$ cat src/rtl/ram_ctrl_pkg.sv
// Shared definitions for the synchronous-read RAM request controller and its response FIFO.
package ram_ctrl_pkg;

    localparam int unsigned AWIDTH_DEF    = 3;
    localparam int unsigned DWIDTH_DEF    = 32;
    localparam int unsigned RSP_DEPTH_MIN = 2;

    // Bits needed to index n items; never less than 1 so widths stay legal.
    function automatic int unsigned clog2(input int unsigned n);
        int unsigned r;
        r = 0;
        for (int i = 0; i < 32; i++) begin
            if ((64'd1 << i) < 64'(n)) r = i + 1;
        end
        return (r == 0) ? 1 : r;
    endfunction

endpackage

$ cat src/rtl/ram_rsp_fifo.sv
// Synchronous FIFO holding RAM read responses; any depth, head exposed combinationally.
module ram_rsp_fifo
    import ram_ctrl_pkg::*;
#(
    parameter int unsigned Depth = 3,
    parameter int unsigned Width = 32,
    parameter int unsigned CntW  = clog2(Depth + 1)
) (
    input  logic             clk_i,
    input  logic             rst_ni,
    input  logic             push_i,
    input  logic [Width-1:0] wdata_i,
    input  logic             pop_i,
    output logic [CntW-1:0]  count_o,
    output logic             empty_o,
    output logic [Width-1:0] head_o
);

    localparam int unsigned PtrW = clog2(Depth);

    logic [Width-1:0] mem_q [Depth];
    logic [PtrW-1:0]  wptr_q, wptr_d;
    logic [PtrW-1:0]  rptr_q, rptr_d;
    logic [CntW-1:0]  count_q, count_d;

    // Pointers wrap explicitly so non-power-of-two depths work.
    function automatic logic [PtrW-1:0] ptr_inc(input logic [PtrW-1:0] p);
        return (p == PtrW'(Depth - 1)) ? '0 : p + PtrW'(1);
    endfunction

    always_comb begin
        wptr_d  = wptr_q;
        rptr_d  = rptr_q;
        count_d = count_q;
        if (push_i) wptr_d = ptr_inc(wptr_q);
        if (pop_i)  rptr_d = ptr_inc(rptr_q);
        unique case ({push_i, pop_i})
            2'b10:   count_d = count_q + CntW'(1);
            2'b01:   count_d = count_q - CntW'(1);
            default: count_d = count_q;
        endcase
    end

    always_ff @(posedge clk_i or negedge rst_ni) begin
        if (!rst_ni) begin
            wptr_q  <= '0;
            rptr_q  <= '0;
            count_q <= '0;
        end else begin
            wptr_q  <= wptr_d;
            rptr_q  <= rptr_d;
            count_q <= count_d;
        end
    end

    always_ff @(posedge clk_i) begin
        if (push_i) mem_q[wptr_q] <= wdata_i;
    end

    assign count_o = count_q;
    assign empty_o = (count_q == '0);
    assign head_o  = mem_q[rptr_q];

endmodule

$ cat src/rtl/ram_req_ctrl.sv
// Request-side controller for a synchronous-read single-port RAM: one access per cycle,
// in-order read responses with the one-cycle RAM latency absorbed.
module ram_req_ctrl
    import ram_ctrl_pkg::*;
#(
    parameter int unsigned AWIDTH    = AWIDTH_DEF,
    parameter int unsigned DWIDTH    = DWIDTH_DEF,
    parameter int unsigned RSP_DEPTH = 3
) (
    input  logic              clock,
    input  logic              reset_n,
    input  logic              req_valid,
    output logic              req_ready,
    input  logic              req_we,
    input  logic [AWIDTH-1:0] req_addr,
    input  logic [DWIDTH-1:0] req_wdata,
    output logic              rsp_valid,
    input  logic              rsp_ready,
    output logic [DWIDTH-1:0] rsp_rdata,
    output logic [AWIDTH-1:0] ram_addr,
    output logic [DWIDTH-1:0] ram_din,
    output logic              ram_we,
    input  logic [DWIDTH-1:0] ram_dout
);

    localparam int unsigned OccW = clog2(RSP_DEPTH + 1);

    if (RSP_DEPTH < RSP_DEPTH_MIN) begin : g_depth_check
        $error("ram_req_ctrl: RSP_DEPTH must be at least RSP_DEPTH_MIN");
    end

    logic              acc;
    logic              inflight_q, inflight_d;
    logic              fifo_pop;
    logic              fifo_empty;
    logic [OccW-1:0]   fifo_count;
    logic [OccW-1:0]   occ;
    logic [DWIDTH-1:0] fifo_head;

    assign acc        = req_valid & req_ready;
    assign inflight_d = acc & ~req_we;

    always_ff @(posedge clock or negedge reset_n) begin
        if (!reset_n) inflight_q <= 1'b0;
        else          inflight_q <= inflight_d;
    end

    assign ram_addr = req_addr;
    assign ram_din  = req_wdata;
    assign ram_we   = acc & req_we;

    // Counting the read in flight reserves its FIFO slot before the data arrives.
    assign occ       = fifo_count + OccW'(inflight_q);
    assign req_ready = reset_n & (occ < OccW'(RSP_DEPTH));

    assign rsp_valid = ~fifo_empty;
    assign fifo_pop  = rsp_valid & rsp_ready;
    // Storage is not reset, so the head is masked while reset is held.
    assign rsp_rdata = reset_n ? fifo_head : '0;

    ram_rsp_fifo #(
        .Depth (RSP_DEPTH),
        .Width (DWIDTH),
        .CntW  (OccW)
    ) u_rsp_fifo (
        .clk_i   (clock),
        .rst_ni  (reset_n),
        .push_i  (inflight_q),
        .wdata_i (ram_dout),
        .pop_i   (fifo_pop),
        .count_o (fifo_count),
        .empty_o (fifo_empty),
        .head_o  (fifo_head)
    );

endmodule

$ cat config.mk
export PLATFORM = sky130hd
export DESIGN_NAME = ram_req_ctrl
export DESIGN_NICKNAME = d
export VERILOG_FILES = /design/src/rtl/ram_ctrl_pkg.sv /design/src/rtl/ram_rsp_fifo.sv /design/src/rtl/ram_req_ctrl.sv
export SDC_FILE = /design/constraint.sdc
export NUM_CORES = 1
export LEC_CHECK = 0
export CORE_ASPECT_RATIO = 1.75
export CORE_MARGIN = 10
export CORE_UTILIZATION = 46
export DETAILED_ROUTE_END_ITERATION = 16
export GPL_ROUTABILITY_DRIVEN = 0
export HOLD_SLACK_MARGIN = 0.03
export PLACE_DENSITY_LB_ADDON = 0.3
export SLEW_MARGIN = 20
export SYNTH_ARGS = -nofsm -noshare
export SYNTH_HDL_FRONTEND = slang
export SYNTH_SLANG_ARGS = --single-unit
$ cat constraint.sdc
create_clock -name clock -period 4.8 [get_ports clock]
set_input_delay 0.96 -clock clock [delete_from_list [all_inputs] [get_ports clock]]
set_output_delay 0.96 -clock clock [all_outputs]
set_load 0.01 [all_outputs]
==> flow_metrics.py <==
metrics = {
    "layout": {
        "finish.utilization_pct": 56.21,
        "syn2layout_area_growth_pct": 19.65,
        "num-nets-final": 388,
        "num_antenna_cells": 0,
        "drive_gt1_share_pct": 8.777,
    },
    "cts": {
        "postCtsSetupRepairBufs": 0,
        "worstSkewPairLatency_ns": 0.34,
        "holdBufCountCts": 0,
        "cts_buffers": 9,
        "cts.clk_slew.worst_paths_ns": 0.06,
        "cts_tree": "built",
        "post_cts_resized": 0,
        "htreeDepth": 3,
        "clockBufferDepth": 2,
        "cts-root-buf": "clkbuf_16",
        "cts.sinks": 103,
    },
    "timing": {
        "setup_slack_ns": 1.104,
        "finalSetupViolCount": 0,
        "finalHoldViolations": 0,
        "hold_ws_ns": 0.5380,
        "worst_pin_slew_ns": 1.050,
        "slew_headroom_pct": 30.00,
        "fin_crit_ns": 3.697,
        "min_period_over_period_pct": 77.01,
        "drv_slew": 0,
        "max_freq_ghz": 0.2705,
        "fin_worst_skew_ns": 0.005863,
        "rsz0062_at_grt": "no",
        "finalSetupTns_ns": 0,
    },
    "yosys": {
        "ys_top_cells_by_area": "edfxtp_1 67%, mux2i_1 7.5%, buf_4 6.3%",
        "yosysWarnings": 0,
        "ys_seq_area_share_pct": 71.59,
        "synthesis.nets": 350,
        "syn_inst": 276,
        "synth_top_area_share_pct": 67.49,
        "syn_area_mm2": 0.004272,
        "yosysUniqueCellTypes": 25,
        "avgSynthCellArea_um2": 15.48,
        "yosys.area.top_type": "edfxtp_1",
        "synth_seq_cells": 103,
    },
    "global_route": {
        "grt_max_degree": 66,
        "grt_pass1_wl_mm": 12.12,
        "antenna_found_initial": 0,
        "grt_pass1_vias": 2420,
        "grt_overflow_total": 0,
        "grt_use_total_pct": 11.54,
    },
    "power": {
        "power_frac_comb_pct": 25.0,
        "switching_power_mw": 0.7131,
        "p_clk_share_pct": 29.7,
        "swShare_pct": 27.73,
        "peakVddDrop_uv": 232.7,
        "p_int_mw": 1.858,
        "p_per_area_mw_per_mm2": 503.1,
        "p_seq_share_pct": 45.3,
        "p_leak_nw": 1.747,
    },
    "floorplanning": {
        "rows": 46,
        "die_w_um": 92.85,
        "start_util_pct": 46.97,
        "die_h_um": 147.5,
        "coreArea_mm2": 0.009094,
        "die_area_mm2": 0.01369,
        "pin_count": 142,
    },
    "critical_path": {
        "crit_end": "rsp_rdata[16]",
        "critPathMaxStageDelay_ns": 0.58,
        "arrival_ns": 2.74,
        "r2r_slack_ns": 3.10,
        "cp_top_family": "buffers and inverters",
        "cp.depth": 5,
        "r2r_end": "u_rsp_fifo.mem_q[2][22]",
        "worst_path_max_delay_cell": "clkdlybuf4s50_1",
        "crit_required_ns": 3.84,
        "cp_common_cell": "clkdlybuf4s50_1",
        "r2r_start": "u_rsp_fifo.wptr_q[1]",
        "r2r_cells": 2,
        "startpoint": "reset_n",
        "timing.critical_path.buf_inv": 3,
        "cp_cell_sequence": "clkdlybuf4s50_1 -> buf_4 -> o21ai_1 -> a21oi_1 -> clkdlybuf4s50_1",
        "worstSetupPathType": "in2out",
        "end_kind": "primary output",
        "cp-start-kind": "input pin",
        "crit_path_max_fanout": 41,
    },
    "outcome": {
        "status": "finished, final reports clean",
    },
    "detailed_routing": {
        "drc": 0,
        "vias_per_cell": 5.041,
        "first_pass_iters": 4,
        "ant_nets": 0,
        "drt_iter0_markers": 129,
        "detail_route.wl_per_cell_um": 17.68,
        "drt-total-wl_mm": 7.761,
        "vias": 2213,
    },
    "hold_path": {
        "hp-class": "reg2reg",
    },
    "place": {
        "place_worst_setup_slack_ns": 1.028,
        "hpwl_mm": 5.005,
        "portBuffers": 71,
    },
    "run": {
        "cap_violations": 0,
    },
}
[metal layers]
metal  up-vias  GRT usage (%)  share of wire [%]
li1       1070              -                  -
met1      1066          10.66                 36
met2        44          21.30                 56
met3        33          3.448                5.7
met4         0          6.822                3.2
met5         -              0                  0
[area by class of cell]
type / instances / area [um2]
Inverter: 3 / 11.26
Timing Repair Buffer: 76 / 748.2
Multi-Input combinational cell: 121 / 822.0
Clock buffer: 9 / 225.2
Clock inverter: 7 / 95.09
Tap cell: 120 / 150.1
Sequential cell: 103 / 3059
Fill cell: 762 / 3983
[kinds of logic (layout without fill, tap and decap cells)]
group           Yosys count  in the layout  share of synthesized area, %
fa+ha+maj                 2              2                        0.5857
simple gates             12             12                         1.377
mux                      32             32                         7.499
compound gates           71             71                         8.553
flops                   103            103                         71.59
xor+xnor                  4              4                        0.8203
buf+inv                  52             95                         9.578
[worst min-delay path by stage]
stage,startpoint,endpoint,cells past startpoint
finish,u_rsp_fifo.rptr_q[1],u_rsp_fifo.rptr_q[1],2
global route,u_rsp_fifo.count_o[1],u_rsp_fifo.count_o[1],1
global placement,u_rsp_fifo.rptr_q[1],u_rsp_fifo.rptr_q[1],2
detailed placement,u_rsp_fifo.count_o[1],u_rsp_fifo.count_o[1],1
CTS,u_rsp_fifo.count_o[1],u_rsp_fifo.count_o[1],1
floorplan,u_rsp_fifo.wptr_q[0],u_rsp_fifo.wptr_q[0],1
[flip-flops by register name (all words and copies together) (netlist names)]
| register | flops |
|---|---|
| u_rsp_fifo.rptr_q | 2 |
| u_rsp_fifo.wptr_q | 2 |
| u_rsp_fifo.count_o | 2 |
| inflight_q | 1 |
| u_rsp_fifo.mem_q | 96 |
[cells in the mapped netlist, drive strengths merged]
master  number
ha           2
dfrtp        7
clkbuf       1
xor2         2
a21o         3
nor3         2
mux2i       32
nor3b        1
xnor2        2
and2         1
nand2        4
o21ai       34
a21oi       33
or2          1
nor2         2
edfxtp      96
buf         48
nor2b        1
a21boi       1
inv          3
[power groups by stage]
stage	registers, mW	logic, mW	clock network, mW
floorplan	1.11	0.525	0
global placement	1.18	0.649	0
detailed placement	1.19	0.659	0
CTS	1.17	0.662	0.781
global route	1.18	0.711	0.824
finish	1.17	0.642	0.764
[worst register-to-register path: stages, from the launching register on]
cell and delay [ns]:
dfrtp_1 0.43, nand2_1 0.11, nor2_4 0.76
[through the flow]
step	total power, mW	std cells	instance area, um2
detailed placement	1.849	423	4791
floorplan	1.633	276	4272
finish	2.571	439	5111
global route	2.713	439	5111
global placement	1.834	423	4791
CTS	2.613	439	5111
[layout by cell type (no fill, tap or decap), types with 2 or more instances in the layout]
cell / instances
edfxtp_1: 96
a21oi_1: 33
dfrtp_1: 6
o21ai_1: 24
clkinv_2: 2
ha_1: 2
o21ai_0: 10
a21o_1: 3
xnor2_1: 2
nand2_1: 4
inv_2: 2
mux2i_1: 32
clkdlybuf4s50_1: 71
buf_4: 5
xor2_1: 2
bufinv_16: 2
clkbuf_16: 9
Power figures use the tool's default switching activity.
